==> src/rtl/fifo_pkg.sv <==
// fifo_pkg: shared definitions for the async FIFO pointer controllers
// (read side and write side).
//   DEF_ADD_WIDTH : default RAM address width; depth = 2**DEF_ADD_WIDTH
//   ptr_t         : pointer type at the default width (address + wrap bit)
//   bin2gray      : binary -> Gray conversion
//   gray2bin      : Gray -> binary conversion (XOR prefix from the MSB down)
// Both conversions take and return 32-bit values. They work for any pointer
// width up to 32 bits: zero-extend the input and truncate the result.
package fifo_pkg;

   localparam int DEF_ADD_WIDTH = 3;

   typedef logic [DEF_ADD_WIDTH:0] ptr_t;

   function automatic logic [31:0] bin2gray(input logic [31:0] b);
      return b ^ (b >> 1);
   endfunction

   // Leading zeros from the zero-extension do not change the prefix XOR,
   // so the result is correct for any width up to 32 bits.
   function automatic logic [31:0] gray2bin(input logic [31:0] g);
      logic [31:0] r;
      r = '0;
      for (int i = 0; i < 32; i++) r[i] = ^(g >> i);
      return r;
   endfunction

endpackage

==> src/rtl/fifo_gray2bin.sv <==
// fifo_gray2bin: combinational Gray -> binary converter. It is used on the
// synchronized write pointer here and can be reused on the write side.
//   W      : pointer width in bits (at most 32)
//   gray_i : Gray-coded input
//   bin_o  : binary output
module fifo_gray2bin
   import fifo_pkg::*;
#(
   parameter int W = DEF_ADD_WIDTH + 1
) (
   input  logic [W-1:0] gray_i,
   output logic [W-1:0] bin_o
);

   always_comb begin
      bin_o = W'(gray2bin(32'(gray_i)));
   end

endmodule

==> src/rtl/fifo_rd_ptr_ctrl.sv <==
// fifo_rd_ptr_ctrl: read-side pointer and flag controller for the async FIFO,
// clocked by rd_clk.
//   rd_clk, rd_rst     : clock and asynchronous active-low reset
//   rd_en              : read request from the consumer
//   wr_ptr_gray_sync   : Gray write pointer, already synchronized into rd_clk
//   rd_addr            : RAM read address (low bits of the binary read pointer)
//   rd_ptr_gray        : registered Gray read pointer, sent to the write domain
//   rd_empty           : registered empty flag
//   rd_almost_empty    : registered, level <= AEMPTY_THRESH
//   rd_level           : registered occupancy, 0 .. 2**ADD_WIDTH
//   rd_underflow       : read attempted while empty
// Build option RD_UNDERFLOW_STICKY_EN: when defined, rd_underflow latches on
// the first offending read and stays set until reset. Otherwise it pulses for
// one cycle per offending cycle.
module fifo_rd_ptr_ctrl
   import fifo_pkg::*;
#(
   parameter int ADD_WIDTH     = DEF_ADD_WIDTH,
   parameter int AEMPTY_THRESH = 1
) (
   input  logic               rd_clk,
   input  logic               rd_rst,
   input  logic               rd_en,
   input  logic [ADD_WIDTH:0] wr_ptr_gray_sync,
   output logic [ADD_WIDTH-1:0] rd_addr,
   output logic [ADD_WIDTH:0] rd_ptr_gray,
   output logic               rd_empty,
   output logic               rd_almost_empty,
   output logic [ADD_WIDTH:0] rd_level,
   output logic               rd_underflow
);

   localparam int PW = ADD_WIDTH + 1;

   logic [ADD_WIDTH:0] rd_bin_q, rd_bin_d;
   logic [ADD_WIDTH:0] rd_gray_q, rd_gray_d;
   logic [ADD_WIDTH:0] level_q, level_d;
   logic [ADD_WIDTH:0] wbin;
   logic               empty_q, empty_d;
   logic               aempty_q, aempty_d;
   logic               uflow_q, uflow_d;
   logic               rd_fire;

   fifo_gray2bin #(.W(PW)) u_wr_g2b (
      .gray_i (wr_ptr_gray_sync),
      .bin_o  (wbin)
   );

   always_comb begin
      // A read while empty is dropped, so the pointers stay where they are.
      rd_fire   = rd_en & ~empty_q;
      rd_bin_d  = rd_bin_q + {{ADD_WIDTH{1'b0}}, rd_fire};
      rd_gray_d = PW'(bin2gray(32'(rd_bin_d)));
      // Use the post-read pointer. A read and a write pointer update in the
      // same cycle then land in one level value.
      level_d   = wbin - rd_bin_d;
      empty_d   = (rd_gray_d == wr_ptr_gray_sync);
      aempty_d  = (level_d <= PW'(AEMPTY_THRESH));
`ifdef RD_UNDERFLOW_STICKY_EN
      uflow_d   = uflow_q | (rd_en & empty_q);
`else
      uflow_d   = rd_en & empty_q;
`endif
   end

   always_ff @(posedge rd_clk or negedge rd_rst) begin
      if (!rd_rst) begin
         rd_bin_q  <= '0;
         rd_gray_q <= '0;
         level_q   <= '0;
         empty_q   <= 1'b1;
         aempty_q  <= 1'b1;
         uflow_q   <= 1'b0;
      end else begin
         rd_bin_q  <= rd_bin_d;
         rd_gray_q <= rd_gray_d;
         level_q   <= level_d;
         empty_q   <= empty_d;
         aempty_q  <= aempty_d;
         uflow_q   <= uflow_d;
      end
   end

   assign rd_addr         = rd_bin_q[ADD_WIDTH-1:0];
   assign rd_ptr_gray     = rd_gray_q;
   assign rd_empty        = empty_q;
   assign rd_almost_empty = aempty_q;
   assign rd_level        = level_q;
   assign rd_underflow    = uflow_q;

endmodule

==> config.mk <==
export PLATFORM = sky130hd
export DESIGN_NAME = fifo_rd_ptr_ctrl
export DESIGN_NICKNAME = d
export VERILOG_FILES = /design/src/rtl/fifo_pkg.sv /design/src/rtl/fifo_gray2bin.sv /design/src/rtl/fifo_rd_ptr_ctrl.sv
export SDC_FILE = /design/constraint.sdc
export NUM_CORES = 1
export LEC_CHECK = 0
export ABC_AREA = 1
export BUFFER_PORTS_ARGS = -buffer_cell sky130_fd_sc_hd__buf_2
export CAP_MARGIN = 20
export CORE_MARGIN = 2
export CORE_UTILIZATION = 29
export DETAILED_ROUTE_END_ITERATION = 7
export HOLD_SLACK_MARGIN = 0.12
export PLACE_DENSITY = 0.48
export SETUP_SLACK_MARGIN = 0.2
export SLEW_MARGIN = 20
export SYNTH_ARGS = -nofsm -noshare
export SYNTH_HDL_FRONTEND = slang
export SYNTH_SLANG_ARGS = --single-unit
==> constraint.sdc <==
create_clock -name rd_clk -period 3.8 [get_ports rd_clk]
set_input_delay 0.19 -clock rd_clk [delete_from_list [all_inputs] [get_ports rd_clk]]
set_output_delay 0.19 -clock rd_clk [all_outputs]
set_load 0.01 [all_outputs]
==> out/qor.yml <==
global_routing:
  grt_start_max_net_pins: 15
  grt_pass1_wl_um: 2300
  groute.usage.overall: 0.0967
  grt_pass1_vias: 524
  antenna_found_initial: 0
  gr-total-overflow: 0
worst_setup_path:
  crit_arrival_ns: 2.46
  critical_path_class: "in2reg"
  crit_slowest_cell: "dlygate4sd3_1"
  slowest_delay_ns: 0.53
  path_cells: "dlygate4sd3_1, buf_2, inv_1, nor2_1, ha_1, ha_1, inv_1, nand3_2, nand2_1, inv_1, ha_1, inv_1, nand2_1, xor2_1, nand2_1, nor2_2"
  critical_path_buf_inv_count: 6
  r2r_end: "rd_almost_empty"
  cp-start-kind: "input pin"
  reg2reg_depth: 13
  critical_path_required_ns: 4.02
  worstPathMaxFanout: 5
  r2r_slack_ns: 1.60
  path_delay_family: "buffers and inverters"
  crit_top_cell: "inv_1"
  r2r-start: "rd_empty"
  crit_path_end_kind: "register"
clock_tree:
  clk_pin_slew_ns: 0.08
  cts_tree: "yes"
  clock_sink_count: 14
  ctsHtreeMaxLevel: 1
  numCtsBuffers: 3
  cts_max_path_buffers: 2
  clk_latency_ns: 0.28
  cts_root_buf: "clkbuf_4"
  ctsResizeCount: 0
synth:
  ys_seq_area_frac: 0.451
  ys_warn_count: 0
  synth_cells: 81
  netlist_area_um2: 782
  syn_area_per_cell_um2: 9.65
  synth_seq_cells: 14
  synth.distinct_cells: 17
  synth_nets: 93
floorplan:
  placementRows: 18
  fp.dieW_um: 55.9
  start_util: 0.310
  dieArea_um2: 3130
  fp.dieH_um: 55.9
  io_pins: 21
  core_area_um2: 2520
sta:
  post-route-period-util: 0.590
  hold_viol: 0
  timing.fmax_mhz: 446
  finalCriticalPeriod_ns: 2.24
  maxSlewViolCount: 0
  rsz0062_at_grt: "no"
  worstMarginPinSlew_ns: 0.297
  timing.hold.ws_ns: 0.193
  setup_viol: 0
  tns_ns: 0
  slew_headroom: 0.802
  clock_skew_ns: 0.00191
route:
  ant_nets: 0
  avgViaCountPerCell: 4.08
  drc: 0
  wl_per_cell_um: 9.52
  wirelength_um: 1300
  vias: 559
  drtPass1Iterations: 6
  dr.first_iter.drc_count: 9
pwr:
  power.leakage_uw: 0.000549
  power.density_nw_per_um2: 856
  ir_drop_v: 0.000354
finish:
  multi_input_comb_area_um2: 365
  fill_cells: 263
  final_nets: 120
  syn2layout_area_growth_pct: 24.8
  fin_cells: 137
  drive_gt1_frac: 0.402
  num_antenna_cells: 0
  ff_latch_area_um2: 353
placed_design:
  place.gp.congestion: 0.678
  dp.cells: 131
  io_buffers: 20
  dpl.hpwl_um: 1110
status:
  status: "finished, final reports clean"
worst_hold_path:
  hp-class: "in2reg"
  worstHoldPathCells: 4
  min_from: "wr_ptr_gray_sync[0]"
  hold-path-endpoint: "rd_empty"
run:
  cap_violations: 0
[sequential cells by signal, indices dropped and copies added, names as in the netlist]
register and cells:
rd_almost_empty 1, rd_bin_q 4, rd_empty 1, rd_level 4
rd_ptr_gray 3, rd_underflow 1
[cells in the mapped netlist (all sizes together)]
library cell	instances	area (um^2)
nand2	21	106
inv	17	63.8
xnor3	1	22.5
dfrtp	12	300
xnor2	2	17.5
or2	1	8.76
nor2	6	27.5
dfstp	2	52.6
xor2	6	60.1
ha	5	62.6
nand3	8	60.1
[cell type report]
type | instances | share of cell area
Inverter | 17 | 0.0654
Tap cell | 30 | 0.0385
Multi-Input combinational cell | 50 | 0.374
Clock buffer | 4 | 0.0372
Sequential cell | 14 | 0.362
Timing Repair Buffer | 22 | 0.123
[tightest hold or removal path, delay by kind of cell]
kind / cells / cell delay [ns]
xor gates and xnor gates: 1 / 0.07
buffers and inverters: 1 / 0.11
and+or+nand+nor: 2 / 0.11
[layer usage]
layer	track usage	wire length [um]
met1	0.128	618
met2	0.138	566
met3	0.00698	63
met4	0.0918	57
met5	0	0
[kinds of logic after synthesis]
group                    share of synthesized area
adder cells (fa/ha/maj)                     0.0800
AND/OR/NAND/NOR                              0.259
buffers and inverters                       0.0816
flip-flops                                   0.451
XOR/XNOR                                     0.128
[how the worst max path moves through the flow]
stage                         from  cells after the start               to
after floorplan           rd_empty                     13  rd_almost_empty
after global placement    rd_empty                     13  rd_almost_empty
after detailed placement  rd_empty                     13  rd_almost_empty
after CTS                    rd_en                     16  rd_almost_empty
after global routing         rd_en                     18  rd_almost_empty
final                        rd_en                     16  rd_almost_empty
[layout by cell type, fill, tap and decap left out, drive strengths merged]
cell type	count
nor2	6
dfrtp	12
nand2	21
nand3	8
dlygate4sd3	2
dfstp	2
xor2	6
xnor2	2
inv	17
or2	1
xnor3	1
buf	20
ha	5
clkbuf	4
[metrics by stage]
| step | instance area, um^2 | setup WS (ns) | power [uW] | utilization |
|---|---|---|---|---|
| 3_3_place_gp | 920 | 1.63 | 737 | 0.365 |
| 6_report | 976 | 1.56 | 836 | 0.387 |
| 4_1_cts | 976 | 1.53 | 854 | 0.387 |
| 3_5_place_dp | 920 | 1.59 | 746 | 0.365 |
| 2_1_floorplan | 782 | 1.71 | 617 | - |
| 5_1_grt | 976 | 1.41 | 920 | 0.387 |
[power breakdown]
| group | internal [uW] | switching (uW) | leakage [uW] |
|---|---|---|---|
| combinational | 204 | 277 | 0.000363 |
| sequential | 223 | 26.7 | 0.000165 |
| clock | 58.3 | 46.6 | 0.0000210 |
[what timing repair did]
item                      4_1_cts  5_1_grt
setup buffers                   0        0
hold buffers                    2        0
hold endpoints to repair       15        0
Power figures use the tool's default switching activity.
